--- src/rtl/result_serializer.sv ---
`default_nettype none
// +----------------------------------------------------------------------------+
// | result_serializer                                                          |
// | 4-entry result FIFO feeding a start/9-data/even-parity/stop transmitter.   |
// | Rev 1.0                                                                    |
// +----------------------------------------------------------------------------+
module result_serializer #(
  parameter int CLKS_PER_BIT = 4
) (
  input  logic       clock,
  input  logic       reset,
  input  logic [8:0] in_data,
  input  logic       in_valid,
  output logic       in_ready,
  output logic       tx,
  output logic       busy,
  output logic [2:0] count
);

  typedef enum logic [2:0] {
    IDLE   = 3'd0,
    START  = 3'd1,
    DATA   = 3'd2,
    PARITY = 3'd3,
    STOP   = 3'd4
  } state_t;

  localparam logic [7:0] c_last_tick = 8'(CLKS_PER_BIT - 1);
  localparam logic [3:0] c_last_bit  = 4'd8;

  state_t     r_state, w_state_next;
  logic [8:0] r_mem [4];
  logic [1:0] r_wr_ptr, r_rd_ptr;
  logic [2:0] r_count;
  logic [7:0] r_timer, w_timer_next;
  logic [3:0] r_bitcnt, w_bitcnt_next;
  logic [8:0] r_shift, w_shift_next;
  logic       r_parity, w_parity_next;
  logic       r_tx, w_tx_next;
  logic       w_push, w_pop, w_bit_end;
  logic [8:0] w_head;

  // in_ready depends only on the registered occupancy
  assign in_ready  = (r_count != 3'd4);
  assign w_push    = in_valid && in_ready;
  assign w_head    = r_mem[r_rd_ptr];
  assign w_bit_end = (r_timer == c_last_tick);
  assign tx        = r_tx;
  assign busy      = (r_state != IDLE);
  assign count     = r_count;

  always_ff @(posedge clock) begin
    if (w_push) begin
      r_mem[r_wr_ptr] <= in_data;
    end
  end

  always_ff @(posedge clock or posedge reset) begin
    if (reset) begin
      r_wr_ptr <= 2'd0;
      r_rd_ptr <= 2'd0;
      r_count  <= 3'd0;
    end else begin
      if (w_push) r_wr_ptr <= r_wr_ptr + 2'd1;
      if (w_pop)  r_rd_ptr <= r_rd_ptr + 2'd1;
      case ({w_push, w_pop})
        2'b10:   r_count <= r_count + 3'd1;
        2'b01:   r_count <= r_count - 3'd1;
        default: r_count <= r_count;
      endcase
    end
  end

  always_ff @(posedge clock or posedge reset) begin
    if (reset) begin
      r_state  <= IDLE;
      r_timer  <= 8'd0;
      r_bitcnt <= 4'd0;
      r_shift  <= 9'd0;
      r_parity <= 1'b0;
      r_tx     <= 1'b1;
    end else begin
      r_state  <= w_state_next;
      r_timer  <= w_timer_next;
      r_bitcnt <= w_bitcnt_next;
      r_shift  <= w_shift_next;
      r_parity <= w_parity_next;
      r_tx     <= w_tx_next;
    end
  end

  always_comb begin
    w_state_next  = r_state;
    w_timer_next  = r_timer;
    w_bitcnt_next = r_bitcnt;
    w_shift_next  = r_shift;
    w_parity_next = r_parity;
    w_tx_next     = r_tx;
    w_pop         = 1'b0;

    case (r_state)
      IDLE: begin
        w_tx_next = 1'b1;
        if (r_count != 3'd0) begin
          w_pop         = 1'b1;
          w_shift_next  = w_head;
          w_parity_next = ^w_head;
          w_timer_next  = 8'd0;
          w_tx_next     = 1'b0;
          w_state_next  = START;
        end
      end
      START: begin
        if (w_bit_end) begin
          w_timer_next  = 8'd0;
          w_bitcnt_next = 4'd0;
          w_tx_next     = r_shift[0];
          w_state_next  = DATA;
        end else begin
          w_timer_next = r_timer + 8'd1;
        end
      end
      DATA: begin
        if (w_bit_end) begin
          w_timer_next = 8'd0;
          if (r_bitcnt == c_last_bit) begin
            w_tx_next    = r_parity;
            w_state_next = PARITY;
          end else begin
            // shift out the current bit and present the next one
            w_bitcnt_next = r_bitcnt + 4'd1;
            w_shift_next  = {1'b0, r_shift[8:1]};
            w_tx_next     = r_shift[1];
          end
        end else begin
          w_timer_next = r_timer + 8'd1;
        end
      end
      PARITY: begin
        if (w_bit_end) begin
          w_timer_next = 8'd0;
          w_tx_next    = 1'b1;
          w_state_next = STOP;
        end else begin
          w_timer_next = r_timer + 8'd1;
        end
      end
      STOP: begin
        if (w_bit_end) begin
          w_timer_next = 8'd0;
          // chain straight into the next frame when a word is waiting
          if (r_count != 3'd0) begin
            w_pop         = 1'b1;
            w_shift_next  = w_head;
            w_parity_next = ^w_head;
            w_tx_next     = 1'b0;
            w_state_next  = START;
          end else begin
            w_tx_next    = 1'b1;
            w_state_next = IDLE;
          end
        end else begin
          w_timer_next = r_timer + 8'd1;
        end
      end
      default: begin
        w_tx_next    = 1'b1;
        w_timer_next = 8'd0;
        w_state_next = IDLE;
      end
    endcase
  end

endmodule
`default_nettype wire

--- config.mk ---
export PLATFORM = sky130hd
export DESIGN_NAME = result_serializer
export DESIGN_NICKNAME = d
export VERILOG_FILES = /design/src/rtl/result_serializer.sv
export SDC_FILE = /design/constraint.sdc
export NUM_CORES = 1
export LEC_CHECK = 0
export ABC_AREA = 1
export CELL_PAD_IN_SITES_DETAIL_PLACEMENT = 0
export CELL_PAD_IN_SITES_GLOBAL_PLACEMENT = 1
export CORE_UTILIZATION = 50
export DETAILED_ROUTE_END_ITERATION = 8
export PLACE_DENSITY_LB_ADDON = 0.1
export SLEW_MARGIN = 10
export SYNTH_ARGS = -nofsm -noshare
export SYNTH_HDL_FRONTEND = slang
export SYNTH_SLANG_ARGS = --single-unit
--- constraint.sdc ---
create_clock -name clock -period 7 [get_ports clock]
set_input_delay 1.4 -clock clock [delete_from_list [all_inputs] [get_ports clock]]
set_output_delay 1.4 -clock clock [all_outputs]
set_load 0.01 [all_outputs]
==> results.json, run 1 <==
{
  "min-delay-start": "tx$_DFFE_PP1P_",
  "die_w_um": 85.8,
  "cts_tree": "done",
  "drive_gt1_share_pct": 12.6,
  "cp_data_required_time_ps": 5600,
  "die_height_um": 85.8,
  "synth.avg_cell_area_sq_um": 9.27,
  "htree_levels": 3,
  "grt_setup_unrepaired": "false",
  "hp-class": "flip-flop to flip-flop",
  "synth.area.top_cells": "edfxtp_1 31%, dfrtp_1 23%, nand2_1 13%, inv_1 3.5%, nand3_1 3.4%",
  "hpwl_um": 4630,
  "grt_pass1_vias": 2289,
  "grt_use_total_pct": 19.5,
  "critical_path.max_fanout": 3,
  "finalWirelength_um": 6400,
  "final_cell_area_sq_um": 3940,
  "fin_nets": 421,
  "path_common_cell": "nor2_1",
  "clk_latency_ps": 340,
  "syn_to_final_growth_pct": 12.3,
  "die-area_sq_um": 7370,
  "cts_max_path_buffers": 2,
  "cpPeakStageDelay_ps": 470,
  "crit_type": "flip-flop to output pin",
  "gr-total-overflow": 0,
  "cap_violations": 0,
  "fin_util_pct": 58.0,
  "grt_pass1_wl_um": 10900,
  "grt_max_degree": 34,
  "clk_pin_slew_worst_paths_ps": 80,
  "coreArea_sq_um": 6790,
  "p_per_area_nw_per_um2": 457,
  "routedWlPerCell_um": 12.8,
  "tns_ps": 0,
  "port-buffer-count": 17,
  "drt_iter0_drc": 118,
  "cts_resized": 0,
  "yosysSeqAreaShare_pct": 54.3,
  "crit_path_end_kind": "output pin",
  "post_cts_buffers": 0,
  "whs_path_depth": 2,
  "rr_worst_depth": 13,
  "ir_worst_vdd_mv": 0.231,
  "cp.arrival_ps": 1640,
  "slew_headroom_pct": 47.6,
  "grt_antenna_before_repair": 0,
  "holdBufCountCts": 0,
  "yosys_warnings": 0,
  "worstPathCellList": "nor2_1, inv_2, nor2_1, inv_1, clkdlybuf4s50_1",
  "num_rows": 30,
  "r2r-start": "r_timer[0]$_DFFE_PP0P_",
  "crit_path_start": "r_state[0]$_DFFE_PP0P_",
  "gp_congestion": 0.748,
  "synthCells": 379,
  "fin_crit_sh_pct": 43.5,
  "report.final.hold_viol_count": 0,
  "worst_slew_pin_slew_ps": 783,
  "syn-cell-area_sq_um": 3510,
  "clock-sinks": 69,
  "num_io_pins": 18,
  "dr_total_vias": 2417,
  "period_minus_slack_ps": 3040,
  "fin_worst_skew_ps": 14.3,
  "setup_viol": 0,
  "final_antenna_net_count": 0,
  "placed_area_sq_um": 3750,
  "fmax_mhz": 329,
  "drtPass1Iterations": 5,
  "critPathLaunchType": "flip-flop",
  "synth.net_count": 400,
  "post_drt_via_cell_ratio": 4.82,
  "diodes": 0,
  "ys_seq_elements": 69,
  "fill_cells": 612,
  "slowest_stage": "clkdlybuf4s50_1",
  "final_max_slew_viol_count": 0,
  "status": "completed",
  "cts_root_buf": "clkbuf_8",
  "start_util_pct": 51.7,
  "route.detailed.drc": 0,
  "power.static_leakage_nw": 1.71,
  "ys_types": 39,
  "netlist.area_leader.share_pct": 30.8,
  "cts_buffers": 9,
  "synth_top_area_cell": "edfxtp_1"
}
-- worst paths after layout --
check / slack (ps) / endpoint
worst max-delay path: 3960 / busy
min in group asynchronous: 1450 / r_wr_ptr[1]$_DFFE_PP0P_
worst min-delay path: 470 / tx$_DFFE_PP1P_
max in group asynchronous: 5190 / tx$_DFFE_PP1P_
worst min register to register: 470 / tx$_DFFE_PP1P_
worst max register to register: 4430 / count[2]$_DFFE_PP0P_
-- cell type report --
type | instances | area, sq um | share of cell area (%)
clock inverters | 7 | 72.6 | 1.84
well taps | 96 | 120 | 3.05
inverters | 43 | 174 | 4.41
flip-flops and latches | 69 | 1910 | 48.4
multi-input cells | 259 | 1370 | 34.7
clock buffers | 9 | 124 | 3.14
repair buffers | 18 | 178 | 4.51
-- cell usage in the layout (no fill, tap or decap), types with 2 or more instances in the layout --
master,instances
a31oi_1,2
clkinv_1,2
edfxtp_1,36
xor2_1,3
inv_2,6
nor2_2,4
clkinv_4,2
nor2_1,29
inv_6,3
inv_1,33
ha_1,8
dfrtp_1,32
nor3_1,9
nand3_1,24
clkdlybuf4s50_1,17
nand2_4,3
inv_4,3
nand3b_1,2
o22ai_1,2
a21oi_1,11
o21ai_0,10
nand2_1,126
nand2_2,4
xnor2_1,4
a31oi_2,6
clkbuf_8,9
-- sequential cells by signal (all words and copies together), names as in the netlist, 2 cells and up --
register / count
r_wr_ptr: 2
count: 3
r_rd_ptr: 2
r_bitcnt: 4
r_mem: 36
r_state: 3
r_shift: 9
r_timer: 8
-- logic make-up (layout without fill, tap and decap cells) --
group / after synthesis / in the layout / synth area share, %
xor gates and xnor gates: 7 / 7 / 1.75
and+or+nand+nor: 206 / 206 / 26.1
AOI/OAI and AO/OA: 37 / 37 / 7.66
DFF: 69 / 69 / 54.3
adders and majority gates: 9 / 9 / 3.42
buffers and inverters: 51 / 77 / 6.77
-- worst max-delay path, delay by kind of cell (launching register included) --
kind	cells	cell delay, ps
AND/OR/NAND/NOR	2	300
buffers and inverters	3	600
flip-flops	1	420
-- per-layer routing --
| layer | GRT usage, % | up-vias | routed length [um] |
|---|---|---|---|
| met5 | 0 | - | 0 |
| met4 | 6.82 | 0 | 59 |
| met3 | 3.46 | 7 | 142 |
| met2 | 29.3 | 26 | 2880 |
| met1 | 28.6 | 1111 | 3310 |
| li1 | - | 1273 | - |
-- metrics by stage --
stage / setup WS [ps] / hold WS, ps / std cells / total power [mW]
after detailed placement: 3780 / 469 / 485 / 1.50
after global routing: 3840 / 497 / 501 / 1.97
final: 3960 / 473 / 501 / 1.80
after global placement: 3830 / 453 / 485 / 1.48
after CTS: 3930 / 481 / 501 / 1.82
after floorplan: 4350 / 449 / 379 / 1.32
-- report_power, final --
| group | switching (mW) | internal, mW | total, mW |
|---|---|---|---|
| clock | 0.153 | 0.166 | 0.318 |
| sequential | 0.0987 | 0.554 | 0.653 |
| combinational | 0.531 | 0.299 | 0.830 |
-- synthesized netlist by cell type --
cell	count
o2111ai_1	1
nand3_1	24
nand3b_1	2
o21ai_2	1
nor3_1	9
o21ai_4	1
a21oi_4	1
ha_1	8
o22ai_1	2
nor2_4	1
dfrtp_1	32
nor2_2	4
xor2_1	3
nand2_2	4
a22o_1	1
inv_4	3
dfstp_2	1
nor2_1	29
nand4_2	1
edfxtp_1	36
nor3_4	1
xnor2_1	4
nand3_2	1
buf_6	1
nand2_1	126
nand2_4	3
nand4_4	1
buf_4	3
inv_6	1
o21ai_1	1
o21ai_0	10
buf_8	1
fa_1	1
inv_2	6
a31oi_2	6
a31oi_1	2
a21oi_1	11
inv_1	33
buf_2	3
Power figures use the tool's default switching activity.
==> run 2: changes to the inputs <==
CORE_UTILIZATION = 42   (was 50)
clock period = 2.7 ns   (was 7 ns; I/O delays follow)
==> run 2 against run 1 <==
Effect of this change: first-iteration DRC count decreased by 37%; non-clock buffer count increased by 6; via count increased by 2.4%; sequential power increased by 150%; register-to-register slack got worse by 4200 ps; critical path type is now flip-flop to flip-flop; critical endpoint is now count[2]$_DFFE_PP0P_; largest cell class unchanged; highest routed layer unchanged.
==> results.json, run 2 (synthesized netlist as in run 1, its figures left out) <==
{
  "drt_iter0_drc": 74,
  "worst_slew_pin_slew_ps": 439,
  "min-delay-start": "tx$_DFFE_PP1P_",
  "pre_cts_ws_ps": 227,
  "clk_latency_ps": 350,
  "fin_worst_skew_ps": 9.84,
  "route.detailed.drc": 0,
  "cts_max_path_buffers": 2,
  "r2r-start": "r_timer[0]$_DFFE_PP0P_",
  "met2_usage_pct": 27.2,
  "final_common_cell": "nand2_1",
  "grt_max_degree": 34,
  "period_minus_slack_ps": 2450,
  "setup_viol": 0,
  "gr-usage-met1_pct": 25.4,
  "cp_data_required_time_ps": 2930,
  "grt_pass1_vias": 2443,
  "drive_gt1_share_pct": 14.6,
  "routedWlPerCell_um": 13.1,
  "top_regs": "r_mem: 36 flops, r_shift: 9 flops, r_timer: 8 flops",
  "report.final.hold_viol_count": 0,
  "rr_worst_depth": 13,
  "final_antenna_net_count": 0,
  "gr-total-overflow": 0,
  "num_io_pins": 18,
  "critical_path.max_fanout": 5,
  "crit_type": "flip-flop to flip-flop",
  "start_util_pct": 44.3,
  "post_drt_via_cell_ratio": 4.82,
  "dpl.cell_count": 497,
  "worst_slack_ps": 252,
  "crit_path_end_kind": "flip-flop",
  "die_height_um": 93.5,
  "num_rows": 32,
  "grt_pass1_wl_um": 11800,
  "grt_setup_unrepaired": "false",
  "p_per_area_nw_per_um2": 1220,
  "grtUsageMet3_pct": 3.41,
  "hp-class": "flip-flop to flip-flop",
  "cts_tree": "done",
  "cap_violations": 0,
  "post_cts_buffers": 0,
  "cts_resized": 0,
  "cp.arrival_ps": 2680,
  "gp_congestion": 0.764,
  "grt_antenna_before_repair": 0,
  "coreArea_sq_um": 7930,
  "clk_pin_slew_worst_paths_ps": 80,
  "fin_crit_sh_pct": 90.7,
  "htree_levels": 3,
  "fill_cells": 741,
  "finalWirelength_um": 6720,
  "top_register": "r_mem",
  "cts_buffers": 9,
  "final_max_slew_viol_count": 0,
  "whs_path_depth": 2,
  "fmax_mhz": 409,
  "port-buffer-count": 17,
  "die_w_um": 93.5,
  "dr_total_vias": 2475,
  "diodes": 0,
  "fin_nets": 427,
  "hpwl_um": 4670,
  "final_cell_area_sq_um": 4050,
  "crit_path_start": "r_timer[0]$_DFFE_PP0P_",
  "holdBufCountCts": 0,
  "die-area_sq_um": 8730,
  "cts_root_buf": "clkbuf_8",
  "final_cell_mix": "126 x nand2_1, 36 x edfxtp_1, 32 x inv_1, 32 x dfrtp_1, 29 x nor2_1",
  "stdcell_count": 513,
  "largest_register_ffs": 36,
  "status": "completed",
  "clock-sinks": 69,
  "slew_headroom_pct": 70.5,
  "grt_use_total_pct": 18.2,
  "tns_ps": 0,
  "gr-max-usage-layer": "met2",
  "syn_to_final_growth_pct": 15.1,
  "power.static_leakage_nw": 1.77,
  "ir_worst_vdd_mv": 0.473,
  "drtPass1Iterations": 4,
  "critPathLaunchType": "flip-flop",
  "placed_area_sq_um": 3800
}
run 2: cell types whose count changed in the layout (fill, tap and decap cells not counted):
cell       before  now
clkinv_2        0    1
buf_4           1    7
clkinv_4        2    1
inv_2           6    7
clkinv_1        2    0
bufinv_16       1    3
inv_1          33   32
run 2: worst max-delay path: stages, from the launching register on:
cell,delay (ps)
dfrtp_1,390
ha_1,200
inv_2,70
nor3_4,140
nand4_4,170
inv_2,140
o21ai_1,110
inv_1,150
ha_1,150
inv_1,60
fa_1,380
a21oi_1,140
o21ai_0,110
xnor2_1,130
run 2: per-layer routing:
metal  wire (um)  part of all wire, %  vias up
met5           0                    0        -
met4         128                  1.9        0
met2        2900                   43       28
met3         175                  2.6        9
li1            -                    -     1291
met1        3520                   52     1147
run 2: final timing paths:
check / to / slack, ps
min in group asynchronous: r_timer[5]$_DFFE_PP0P_ / 580
worst min-delay path: tx$_DFFE_PP1P_ / 470
worst min register to register: tx$_DFFE_PP1P_ / 470
worst max register to register: count[2]$_DFFE_PP0P_ / 250
worst max-delay path: count[2]$_DFFE_PP0P_ / 250
max in group asynchronous: tx$_DFFE_PP1P_ / 1780
run 2: power breakdown:
part | switching (mW) | leakage, nW | internal [mW]
clock network | 0.417 | 0.124 | 0.620
logic | 1.47 | 0.909 | 0.814
registers | 0.187 | 0.735 | 1.43
total | 2.07 | 1.77 | 2.87
run 2: final cells by class:
cell class                 count  area, sq um  share of cell area, %
multi-input combinational    259         1370                   33.8
timing repair buffer          24          223                   5.51
tap                          102          128                   3.15
clock inverter                 7          121                   3.00
clock buffer                   9          124                   3.06
inverter                      43          174                   4.30
sequential                    69         1910                   47.2
run 2: through the flow:
stage / utilization (%) / total power [mW] / hold slack [ps]
floorplan: - / 3.42 / 449
global placement: 47.9 / 3.93 / 452
detailed placement: 47.9 / 3.95 / 458
CTS: 51.0 / 5.01 / 468
global route: 51.0 / 5.41 / 488
finish: 51.0 / 4.94 / 466
==> edit: new RTL, config.mk and constraints of run 2 <==
The 5 states of `state_t` get a Gray code encoding in 3 bits.
--- a/src/rtl/result_serializer.sv
+++ b/src/rtl/result_serializer.sv
@@ -20,7 +20,7 @@
   typedef enum logic [2:0] {
-    IDLE   = 3'd0,
-    START  = 3'd1,
-    DATA   = 3'd2,
-    PARITY = 3'd3,
-    STOP   = 3'd4
+    IDLE   = 3'b000,
+    START  = 3'b001,
+    DATA   = 3'b011,
+    PARITY = 3'b010,
+    STOP   = 3'b110
   } state_t;
Check against the original RTL: same outputs for any inputs over 10 cycles, from zero or initial values and one cycle with reset high; not proved beyond that.
==> edit against run 2 <==
Die area decreased by 3.6%. Setup slack improved by 0.056 ns. Cell area fell by 3.7%. Sequential share of layout area is 1.8 points higher. Sequential cell count stayed put. Largest power group unchanged. Synthesized area down 3.6%. Critical path type unchanged. Wire length fell by 1.7%. Power is 20% lower.
==> edit: results (changes against run 2) <==
| Metric | Value |
|---|---|
| Status | complete, no violations |
| WP data arrival | 2.61 ns (-0.07 ns) |
| Lkg Pwr | 1.71 nW (-3.4%) |
| M2 GR Usage | 26.4% (-0.83 points) |
| Top post-synthesis cells by count | nand2_1, edfxtp_1, dfrtp_1, nand3_1, inv_1 |
| Routability cong. | 0.751 (-1.7%) |
| Clk_skew | 0.0109 ns (+0.00102 ns) |
| Tot GR Track Use | 17.7% (-0.47 points) |
| Share of cells above drive strength 1 | 14.1% (-0.53 points) |
| # fillers | 768 (+3.6%) |
| Clk power | 0.000842 W (-19%) |
| Adder-cell share of the synthesized area | 3.55% (+0.13 points) |
| DR WL/cell | 13.2 um (+0.91%) |
| Switch Pwr | 0.00158 W (-24%) |
| M1 WL | 3.44 mm (-2.2%) |
| Sequential fraction of the synthesis area | 56.4% (+2.0 points) |
| Post-place setup slack | 0.350 ns (+0.123 ns) |
| Switching share of power | 39.9% (-2.0 points) |
| VDD IR max | 0.479 mV (+1.1%) |
| Average footprint of a synthesized cell | 9.28 um2 (about the same) |
| Final HPWL DP | 4.53 mm (-3.0%) |
| Vias per inst | 4.78 (-0.88%) |
| Post-synth cell types | 36 (-7.7%) |
| DRT iter0 DRCs | 158 (+110%) |
| GR Util met1 | 24.9% (-0.54 points) |
| Nets | 414 (-3.0%) |
| Reg-to-reg slack, setup | 0.31 ns (+0.06 ns) |
| Hold_sp | r_parity |
| Xor-xnor portion of the synthesized cell area | 1.55% (-0.19 points) |
| Comb power frac | 41.0% (-5.2 points) |
| Vias in the first global route | 2340 (-4.2%) |
| Placed instance area | 3700 um2 (-2.7%) |
==> edit: cell types whose count changed in the layout (fill, tap and decap cells not counted), sizes merged, moves of 3 or more <==
cell             run 2  this run
a21oi               12        16
nand2              133       117
nor2                34        29
a31oi                8         1
clkinvlp             0         3
nand3               25        36
o21ai               13        17
==> edit: final cells by class <==
class | instances | area, um2 | share of cell area [%]
sequential | 69 | 1910 | 49.0
multi-input combinational | 246 | 1270 | 32.6
timing repair buffer | 25 | 230 | 5.91
inverter | 42 | 163 | 4.17
tap | 102 | 128 | 3.28
clock buffer | 9 | 124 | 3.18
clock inverter | 7 | 73.8 | 1.89
==> edit: how the worst max path moves through the flow <==
stage	from	to	slack [ns]	cells past startpoint
floorplan	r_timer[0]	count[2]	0.49	13
detailed placement	in_valid	count[2]	0.35	8
finish	r_timer[0]	count[2]	0.31	13
global route	r_timer[0]	count[2]	0.07	13
global placement	in_valid	count[2]	0.40	8
CTS	r_timer[0]	count[2]	0.33	13
